File: src/rtl/pipelined_cpa.sv
// Pipelined carry-propagate adder/subtractor with valid/ready flow control.
// Each stage ripples one C-bit chunk; operands travel with the beat and the partial sum accumulates.
module pipelined_cpa #(
  parameter int WIDTH  = 13,
  parameter int STAGES = 4
) (
  input  logic             clk,
  input  logic             rst_n,
  input  logic             in_valid,
  output logic             in_ready,
  input  logic [WIDTH-1:0] a,
  input  logic [WIDTH-1:0] b,
  input  logic             sub,
  input  logic             cin,
  output logic             out_valid,
  input  logic             out_ready,
  output logic [WIDTH-1:0] s,
  output logic             cout,
  output logic             overflow
);
  localparam int C    = (WIDTH + STAGES - 1) / STAGES;
  localparam int LAST = STAGES - 1;

  logic [STAGES-1:0] v_q, v_d, c_q, c_d, o_q, o_d, ld_s;
  logic [WIDTH-1:0]  a_q [STAGES];
  logic [WIDTH-1:0]  a_d [STAGES];
  logic [WIDTH-1:0]  b_q [STAGES];
  logic [WIDTH-1:0]  b_d [STAGES];
  logic [WIDTH-1:0]  s_q [STAGES];
  logic [WIDTH-1:0]  s_d [STAGES];
  logic [STAGES-1:0] src_v, src_c, src_o;
  logic [WIDTH-1:0]  src_a [STAGES];
  logic [WIDTH-1:0]  src_b [STAGES];
  logic [WIDTH-1:0]  src_s [STAGES];
  logic              cy_s, ci_s;

  // Load enables ripple back from the output; an empty stage always loads
  always_comb begin
    ld_s       = '0;
    ld_s[LAST] = ~v_q[LAST] | out_ready;
    for (int k = LAST - 1; k >= 0; k--) begin
      ld_s[k] = ~v_q[k] | ld_s[k+1];
    end
  end

  // Stage sources: port operands for stage 0, previous stage registers otherwise
  always_comb begin
    src_v = '0;
    src_c = '0;
    src_o = '0;
    for (int k = 0; k < STAGES; k++) begin
      src_a[k] = '0;
      src_b[k] = '0;
      src_s[k] = '0;
    end
    src_v[0] = in_valid;
    src_a[0] = a;
    src_b[0] = sub ? ~b : b;
    src_c[0] = sub ? ~cin : cin;
    src_o[0] = 1'b0;
    for (int k = 1; k < STAGES; k++) begin
      src_v[k] = v_q[k-1];
      src_a[k] = a_q[k-1];
      src_b[k] = b_q[k-1];
      src_s[k] = s_q[k-1];
      src_c[k] = c_q[k-1];
      src_o[k] = o_q[k-1];
    end
  end

  // Next-state: each loading stage ripples its own chunk; stages past the MSB just pass through
  always_comb begin
    v_d  = v_q;
    c_d  = c_q;
    o_d  = o_q;
    cy_s = 1'b0;
    ci_s = 1'b0;
    for (int k = 0; k < STAGES; k++) begin
      a_d[k] = a_q[k];
      b_d[k] = b_q[k];
      s_d[k] = s_q[k];
    end
    for (int k = 0; k < STAGES; k++) begin
      if (ld_s[k]) begin
        v_d[k] = src_v[k];
      end else begin
        v_d[k] = v_q[k];
      end
      if (ld_s[k] && src_v[k]) begin
        a_d[k] = src_a[k];
        b_d[k] = src_b[k];
        s_d[k] = src_s[k];
        o_d[k] = src_o[k];
        cy_s   = src_c[k];
        for (int i = 0; i < WIDTH; i++) begin
          if (i >= k * C && i < (k + 1) * C) begin
            ci_s      = cy_s;
            s_d[k][i] = src_a[k][i] ^ src_b[k][i] ^ ci_s;
            cy_s      = (src_a[k][i] & src_b[k][i]) | (ci_s & (src_a[k][i] ^ src_b[k][i]));
            o_d[k]    = (i == WIDTH - 1) ? (ci_s ^ cy_s) : o_d[k];
          end else begin
            s_d[k][i] = src_s[k][i];
          end
        end
        c_d[k] = cy_s;
      end else begin
        c_d[k] = c_q[k];
      end
    end
  end

  // Pipeline registers
  always_ff @(posedge clk or negedge rst_n) begin
    if (!rst_n) begin
      v_q <= '0;
      c_q <= '0;
      o_q <= '0;
      a_q <= '{default: '0};
      b_q <= '{default: '0};
      s_q <= '{default: '0};
    end else begin
      v_q <= v_d;
      c_q <= c_d;
      o_q <= o_d;
      a_q <= a_d;
      b_q <= b_d;
      s_q <= s_d;
    end
  end

  assign in_ready  = ld_s[0];
  assign out_valid = v_q[LAST];
  assign s         = s_q[LAST];
  assign cout      = c_q[LAST];
  assign overflow  = o_q[LAST];

endmodule

File: config.mk
export PLATFORM = sky130hd
export DESIGN_NAME = pipelined_cpa
export DESIGN_NICKNAME = d
export VERILOG_FILES = /design/src/rtl/pipelined_cpa.sv
export SDC_FILE = /design/constraint.sdc
export NUM_CORES = 1
export LEC_CHECK = 0
export ABC_AREA = 1
export CAP_MARGIN = 20
export CORE_ASPECT_RATIO = 1.75
export CORE_UTILIZATION = 54
export DETAILED_ROUTE_END_ITERATION = 7
export PLACE_DENSITY = 0.82
export SYNTH_ARGS = -nofsm -noshare
export SYNTH_HDL_FRONTEND = slang
export SYNTH_SLANG_ARGS = --single-unit
File: constraint.sdc
create_clock -name clk -period 3 [get_ports clk]
set_clock_uncertainty 0.05 [all_clocks]
set_input_delay 0.75 -clock clk [delete_from_list [all_inputs] [get_ports clk]]
set_output_delay 0.75 -clock clk [all_outputs]
set_load 0.02 [all_outputs]
**After elaboration in Yosys (flattened, before gate mapping)**

Cells that the tools add are included.

- Logic and storage cells: 110
- Bits of input ports: 32
- Output and inout port bits: 17
- Register bits after elaboration: 124

- Reductions and logical operators: 4
- Bitwise operators: 76
- Multiplexer cells: 11

Operators with widths:

| kind | count |
|---|---|
| $xor 1x1->1 | 27 |
| $and 1x1->1 | 26 |
| $or 1x1->1 | 17 |
| $mux 13 | 1 |
| $not 13->13 | 1 |
| $mux 1 | 10 |
| $not 1->1 | 5 |
| $logic_and 1x1->1 | 4 |

**Longest topological paths before layout**

Gate-level depths: netlist (run 1).

- Word-level depth: 15
- Depth in mapped cells: 10
- Gate-level depth less buffers: 8

**Least setup slack after synthesis (run 1)**

No wires, ideal clock.

- Kind: input port to flip-flop
- Start point: in sub
- End point: reg s_q[42] in the netlist's numbering
- Stages on the path: 10
- Setup slack: -0.117 ns
- Path buffers: 2
- Setup time: 0.117 ns
- Data required time: 2.833 ns
- Data arrival time: 2.950 ns
- Cell sequence: buf_2 -> buf_4 -> xnor2_1 -> fa_1 -> fa_1 -> fa_1 -> inv_1 -> fa_1 -> nand3_1 -> nand2_1

- Cells in the longest elaborated chain, start to end: 12
- Elaborated cells between the ends (all ways): 19
- Those cells by class: 5 x mux; 14 x bitwise

RTL lines:

| element | RTL line | text |
|---|---|---|
| start, declared | 13 | `input logic sub,` |
| $mux 13 | 58 | `src_b[0] = sub ? ~b : b;` |
| $xor 1x1->1 | 99 | `cy_s = (src_a[k][i] & src_b[k][i]) \| (ci_s & (src_a[k][i] ^ src_b[k][i]));` |
| $and 1x1->1 | 99 |  |
| $or 1x1->1 | 99 |  |
| $mux 1 | 89 | `if (ld_s[k] && src_v[k]) begin` |
| $and 1x1->1 | 99 |  |
| $or 1x1->1 | 99 |  |
| $mux 1 | 89 |  |
| $and 1x1->1 | 99 |  |
| $or 1x1->1 | 99 |  |
| $mux 1 | 89 |  |
| $xor 1x1->1 * | 98 | `s_d[k][i] = src_a[k][i] ^ src_b[k][i] ^ ci_s;` |
| end signal, assigned | 120 | `s_q <= '{default: '0};` |
| end signal, assigned | 127 | `s_q <= s_d;` |
| end, declared | 29 | `logic [WIDTH-1:0] s_q [STAGES];` |

Every way passes the cells marked *; elsewhere a longest branch is shown, timed or not. The select of a mux whose other input is x is not followed.
A chain may end at the register's enable or synchronous reset.

**Final worst setup path (run 1)**

- Start point: in out_ready
- End point: out in_ready

- Cells in the longest elaborated chain, start to end: 4

RTL lines:

| element | RTL line | text |
|---|---|---|
| start, declared | 16 | `input logic out_ready,` |
| $or 1x1->1 | 40 | `ld_s[LAST] = ~v_q[LAST] \| out_ready;` |
| $or 1x1->1 (3 in series) | 42 | `ld_s[k] = ~v_q[k] \| ld_s[k+1];` |
| end, declared | 10 | `output logic in_ready,` |

No other way between the ends.

==> impl_metrics.yaml, run 1 <==
floorplanning:
  dieArea_um2: 6830
  core_area_um2: 6230
  die_h_um: 109
  fp.dieW_um: 62.9
  start_util_pct: 56.3
  io_pins: 49
  num_rows: 38
cts:
  cts-root-buf: "clkbuf_8"
  clkLatencyLatePin_ps: 340
  cts_tree: "done"
  clkTransAtPathRegs_ps: 70
  numCtsBuffers: 9
  clk_path_buf_depth: 2
  clock_sinks: 76
  cts_max_level: 3
sta:
  fin_setup_tns_ps: 0
  finalSetupViolCount: 0
  hold_viol_final: 0
  drv_slew: 0
  max_slew.worst_pin.slew_ps: 769
  whs_ps: 309
  fin_crit_ps: 2930
  post-route-period-util_pct: 97.7
  clock.fmax_mhz: 341
  max_slew_margin_pct: 48.6
  rsz0062_at_grt: "no"
cells_and_area:
  drive_above_1_share_pct: 7.14
  syn2layout_area_growth_pct: 17.2
  diodes: 0
  fillerInstances: 516
  fin_nets: 461
  instances_no_fill: 500
synthesis:
  synth.distinct_cells: 19
  synth_top_area_share_pct: 54.2
  avgSynthCellArea_um2: 9.23
  syn_inst: 380
  yosysSeqAreaShare_pct: 54.2
  synth-seq-cells: 76
  synth-edff-count: 0
  synth_top_cell_by_area: "dfrtp_1"
  async_flop_share_pct: 100
  yosys-top-cells-area: "dfrtp_1, nand2_1, fa_1"
  syn-cell-area_um2: 3510
  yosysMostFrequentCell: "nand2_1"
  syn_nets: 425
  synth_common_cells: "nand2_1, dfrtp_1, nand3_1, inv_1, buf_4"
  synth_warnings: 0
  synthFlopType: "dfrtp_1"
power:
  p_leak_nw: 2.12
  max-vdd-ir-drop_uv: 360
  powerDensity_nw_per_um2: 841
grt:
  grt-ovfl-total: 0
  grtUsageTotal_pct: 19.6
  grt_pass1_wl_mm: 10.3
  grt_pass1_vias: 2497
  antenna_found_initial: 0
  grt_max_degree: 32
critical_path:
  required_ps: 2200
  critPathLaunchType: "input port"
  cp_max_fo: 4
  timing.rr.start: "a_q[34]"
  crit_path_end_kind: "output pin"
  critical_path_class: "in2out"
  worstPathArrival_ps: 2130
  setup.worst_path.start: "out_ready"
place:
  io_buffers: 48
  gp_congestion: 0.765
  dp.cells: 485
  dpl.hpwl_mm: 4.37
routing:
  vias: 2453
  routedWlPerCell_um: 11.4
  drt_wl_total_mm: 5.68
  drc_errors: 0
  first_pass_iters: 4
  final_antenna_net_count: 0
  initialDrtViolationCount: 79
  post_drt_via_cell_ratio: 4.91
run_status:
  status: "complete, no violations"
flow_run:
  cap_violations: 0
hold_path:
  hp-class: "in2async"
## sequential cells by signal (all words and copies together) (netlist names)
name,flops
s_q,24
a_q,15
b_q,15
s,13
c_q,4
v_q,4
o_q,1
## final cells by class
class,instances,area (µm²),area share [%]
Clock inverter,3,15.0,0.365
Inverter,27,101,2.47
Clock buffer,12,135,3.29
Multi-Input combinational cell,245,1310,31.9
Tap cell,80,100,2.43
Timing Repair Buffer,57,546,13.3
Sequential cell,76,1900,46.3
## path summary, 6_finish.rpt
path / to / slack, ps / depth (start not counted)
min in group clk: s[11] / 420 / 2
setup / recovery: in_ready / 70 / 4
max in group asynchronous: a_q[43] / 1830 / 2
hold / removal: o_q[3] / 310 / 1
setup reg to reg: s_q[24] / 760 / 8
hold reg to reg: s[11] / 420 / 2
## cell usage in the layout (no fill, tap or decap), drive strengths merged, types with 2 or more instances in the layout
cell and count:
clkinv 3, xnor2 4, nand3 50, dfrtp 76, xor2 11, buf 10
inv 27, clkbuf 12, nand2 150, clkdlybuf4s50 46, o21ai 10, a21oi 2
nor2 4, fa 13
## critical path: stages
cell             delay (ps)
clkdlybuf4s50_1         470
nor2_4                  180
nand4_2                 150
clkdlybuf4s50_1         570
## layer usage
metal / wire length [µm] / share of wire, % / global-route usage [%] / vias up
met5: 0 / 0 / 0 / -
met4: 157 / 2.8 / 11.5 / 0
met3: 180 / 3.2 / 3.56 / 14
met2: 3220 / 57 / 37.5 / 67
met1: 2120 / 37 / 19.2 / 1140
li1: - / - / - / 1232
## cells by family (layout without fill, tap and decap cells)
family	after synthesis	count (layout)	share of synthesized area, %
adder cells (fa/ha/maj)	13	13	7.42
flip-flops	76	76	54.2
AO/OA/AOI/OAI	12	12	1.71
XOR/XNOR	15	15	3.75
buffers and inverters	59	99	8.49
AND/OR/NAND/NOR	205	205	24.4
## power breakdown
group / switching (mW) / internal (mW) / leakage [nW]
combinational: 0.709 / 0.518 / 1.10
sequential: 0.206 / 1.40 / 0.941
clock: 0.335 / 0.292 / 0.0800
total: 1.25 / 2.21 / 2.12
## repair_timing
| action | in CTS | in global routing |
|---|---|---|
| setup endpoints to repair | 0 | 1 |
| buffers inserted | 0 | 0 |
| hold buffers | 0 | 0 |
| gates resized for setup | 0 | 1 |
| endpoints found under the hold margin | 0 | 0 |
## metrics by stage
| stage | setup slack [ps] | utilization, % | instance area (µm²) | power [mW] |
|---|---|---|---|---|
| 2_1_floorplan | 4.79 | - | 3520 | 2.54 |
| 3_3_place_gp | -295 | 63.6 | 3960 | 2.79 |
| 3_5_place_dp | -359 | 63.6 | 3960 | 2.87 |
| 4_1_cts | 10.6 | 66.0 | 4110 | 3.50 |
| 5_1_grt | 12.4 | 66.0 | 4110 | 3.75 |
| 6_report | 68.9 | 66.0 | 4110 | 3.46 |
(Power assumes the default switching activity.)
==> inputs of run 2 (changes only) <==
--- a/config.mk
+++ b/config.mk
@@ -7,10 +7,14 @@
 export LEC_CHECK = 0
 export ABC_AREA = 1
 export CAP_MARGIN = 20
+export CELL_PAD_IN_SITES_DETAIL_PLACEMENT = 1
+export CELL_PAD_IN_SITES_GLOBAL_PLACEMENT = 1
 export CORE_ASPECT_RATIO = 1.75
-export CORE_UTILIZATION = 54
+export CORE_MARGIN = 2
+export CORE_UTILIZATION = 41
 export DETAILED_ROUTE_END_ITERATION = 7
-export PLACE_DENSITY = 0.82
+export GPL_ROUTABILITY_DRIVEN = 0
+export PLACE_DENSITY = 0.81
 export SYNTH_ARGS = -nofsm -noshare
 export SYNTH_HDL_FRONTEND = slang
 export SYNTH_SLANG_ARGS = --single-unit
==> impl_metrics.yaml, run 2 (synthesis results as in run 1) <==
run_status:
  status: "complete, no violations"
critical_path:
  rr_endpoint: "s_q[33]"
  critical_path_class: "in2out"
  setup.worst_path.start: "out_ready"
  worstPathArrival_ps: 2050
  crit_end: "in_ready"
  ff2ff_setup_slack_ps: 730
  cp_max_fo: 2
  timing.rr.start: "c_q[0]"
  critPathLaunchType: "input port"
  required_ps: 2200
  crit_path_end_kind: "output pin"
  reg2reg_depth: 8
power:
  comb_power_share_pct: 32.5
  max-vdd-ir-drop_uv: 428
  p_int_mw: 2.64
  seqPwrFrac_pct: 40.6
  p_switching_mw: 1.35
  powerDensity_nw_per_um2: 921
  switching_share_pct: 33.8
  power_frac_clock_pct: 26.9
  p_leak_nw: 2.19
  total_power_mw: 3.99
grt:
  antenna_found_initial: 0
  grt_pass1_vias: 2629
  grt-ovfl-total: 0
  grtUsageTotal_pct: 17.2
  grt_max_degree: 51
  grt_pass1_wl_mm: 12.3
sta:
  fin_crit_ps: 2850
  fin_setup_tns_ps: 0
  finalSetupViolCount: 0
  drv_slew: 0
  max_slew.worst_pin.slew_ps: 635
  rsz0062_at_grt: "no"
  whs_ps: 415
  post-route-period-util_pct: 95.2
  hold_viol_final: 0
  max_slew_margin_pct: 57.7
  clock.fmax_mhz: 350
cells_and_area:
  instances_no_fill: 540
  final_cell_mix: "nand2_1, dfrtp_1, nand3_1"
  fin_nets: 465
  fin_util_pct: 52.1
  diodes: 0
  reg.largest.list: "s_q (24), a_q (15), b_q (15)"
  largest-register: "s_q"
  final_common_cell: "nand2_1"
  drive_above_1_share_pct: 8.00
  syn2layout_area_growth_pct: 23.4
  largest_reg_flops: 24
  fillerInstances: 947
floorplanning:
  dieArea_um2: 9340
  start_util_pct: 42.2
  num_rows: 44
  io_pins: 49
  fp.dieW_um: 73.9
  core_area_um2: 8310
  die_h_um: 126
cts:
  cts_setup_buffers: 0
  cts_max_level: 3
  clock_sinks: 76
  clkLatencyLatePin_ps: 330
  clk_path_buf_depth: 2
  numCtsBuffers: 9
  cts-root-buf: "clkbuf_16"
  clkTransAtPathRegs_ps: 50
  cts_tree: "done"
place:
  io_buffers: 48
  dpl.hpwl_mm: 5.10
  dp.cells: 524
routing:
  routedWlPerCell_um: 12.9
  final_antenna_net_count: 0
  drt_wl_total_mm: 6.95
  post_drt_via_cell_ratio: 4.64
  initialDrtViolationCount: 89
  vias: 2508
  drc_errors: 0
  first_pass_iters: 4
hold_path:
  hp-class: "reg2reg"
  hold_start: "s[8]"
flow_run:
  cap_violations: 0
==> run 2: cell types whose count changed in the layout (fill, tap and decap cells not counted), sizes merged <==
| cell | before | now |
|---|---|---|
| buf | 10 | 14 |
| dlygate4sd2 | 0 | 1 |
| clkbuf | 12 | 15 |
| dlymetal6s2s | 1 | 0 |
| bufinv | 0 | 1 |
| clkinv | 3 | 0 |
==> run 2: power by group through the flow <==
stage / logic, mW / registers [mW] / clock network, mW
detailed placement: 1.32 / 1.63 / 0
CTS: 1.34 / 1.62 / 1.10
floorplan: 0.938 / 1.60 / 0
finish: 1.30 / 1.62 / 1.07
global route: 1.50 / 1.67 / 1.14
global placement: 1.24 / 1.61 / 0
==> run 2: stage by stage <==
stage | cell area (µm²) | setup slack [ps]
finish | 4330 | 145
global route | 4330 | 57.6
CTS | 4330 | 121
detailed placement | 4030 | -382
global placement | 4030 | -322
floorplan | 3520 | 4.79
==> run 2: worst min-delay path by stage <==
stage | to | depth (start not counted) | slack (ps)
after floorplan | a_q[34] | 2 | 390
after global placement | s[8] | 2 | 400
after detailed placement | s[8] | 2 | 410
after CTS | s[8] | 2 | 420
after global routing | s[3] | 2 | 430
final | s[8] | 2 | 420
==> run 2: timing repair <==
action / 4_1_cts / 5_1_grt
endpoints found under the setup margin: 1 / 0
gates resized for setup: 1 / 0
hold buffers: 0 / 0
==> run 2: layer usage <==
| metal | track usage (%) | routed length (µm) | share of wire [%] |
|---|---|---|---|
| met2 | 31.3 | 4020 | 58 |
| met3 | 4.13 | 204 | 2.9 |
| met4 | 7.70 | 127 | 1.8 |
| met1 | 17.9 | 2590 | 37 |
| met5 | 0 | 0 | 0 |
==> run 2: area by class of cell <==
class                      count  area, µm²  area share (%)
timing repair buffer          61        572            13.2
tap                          115        144            3.32
sequential                    76       1900            43.9
clock inverter                 1       30.0           0.694
clock buffer                  15        268            6.18
inverter                      27        101            2.34
multi-input combinational    245       1310            30.3
==> run 2: worst max-delay path, stage by stage <==
cell and delay (ps):
clkdlybuf4s50_1 460, nor2_4 140, nand4_2 120, clkdlybuf4s50_1 580
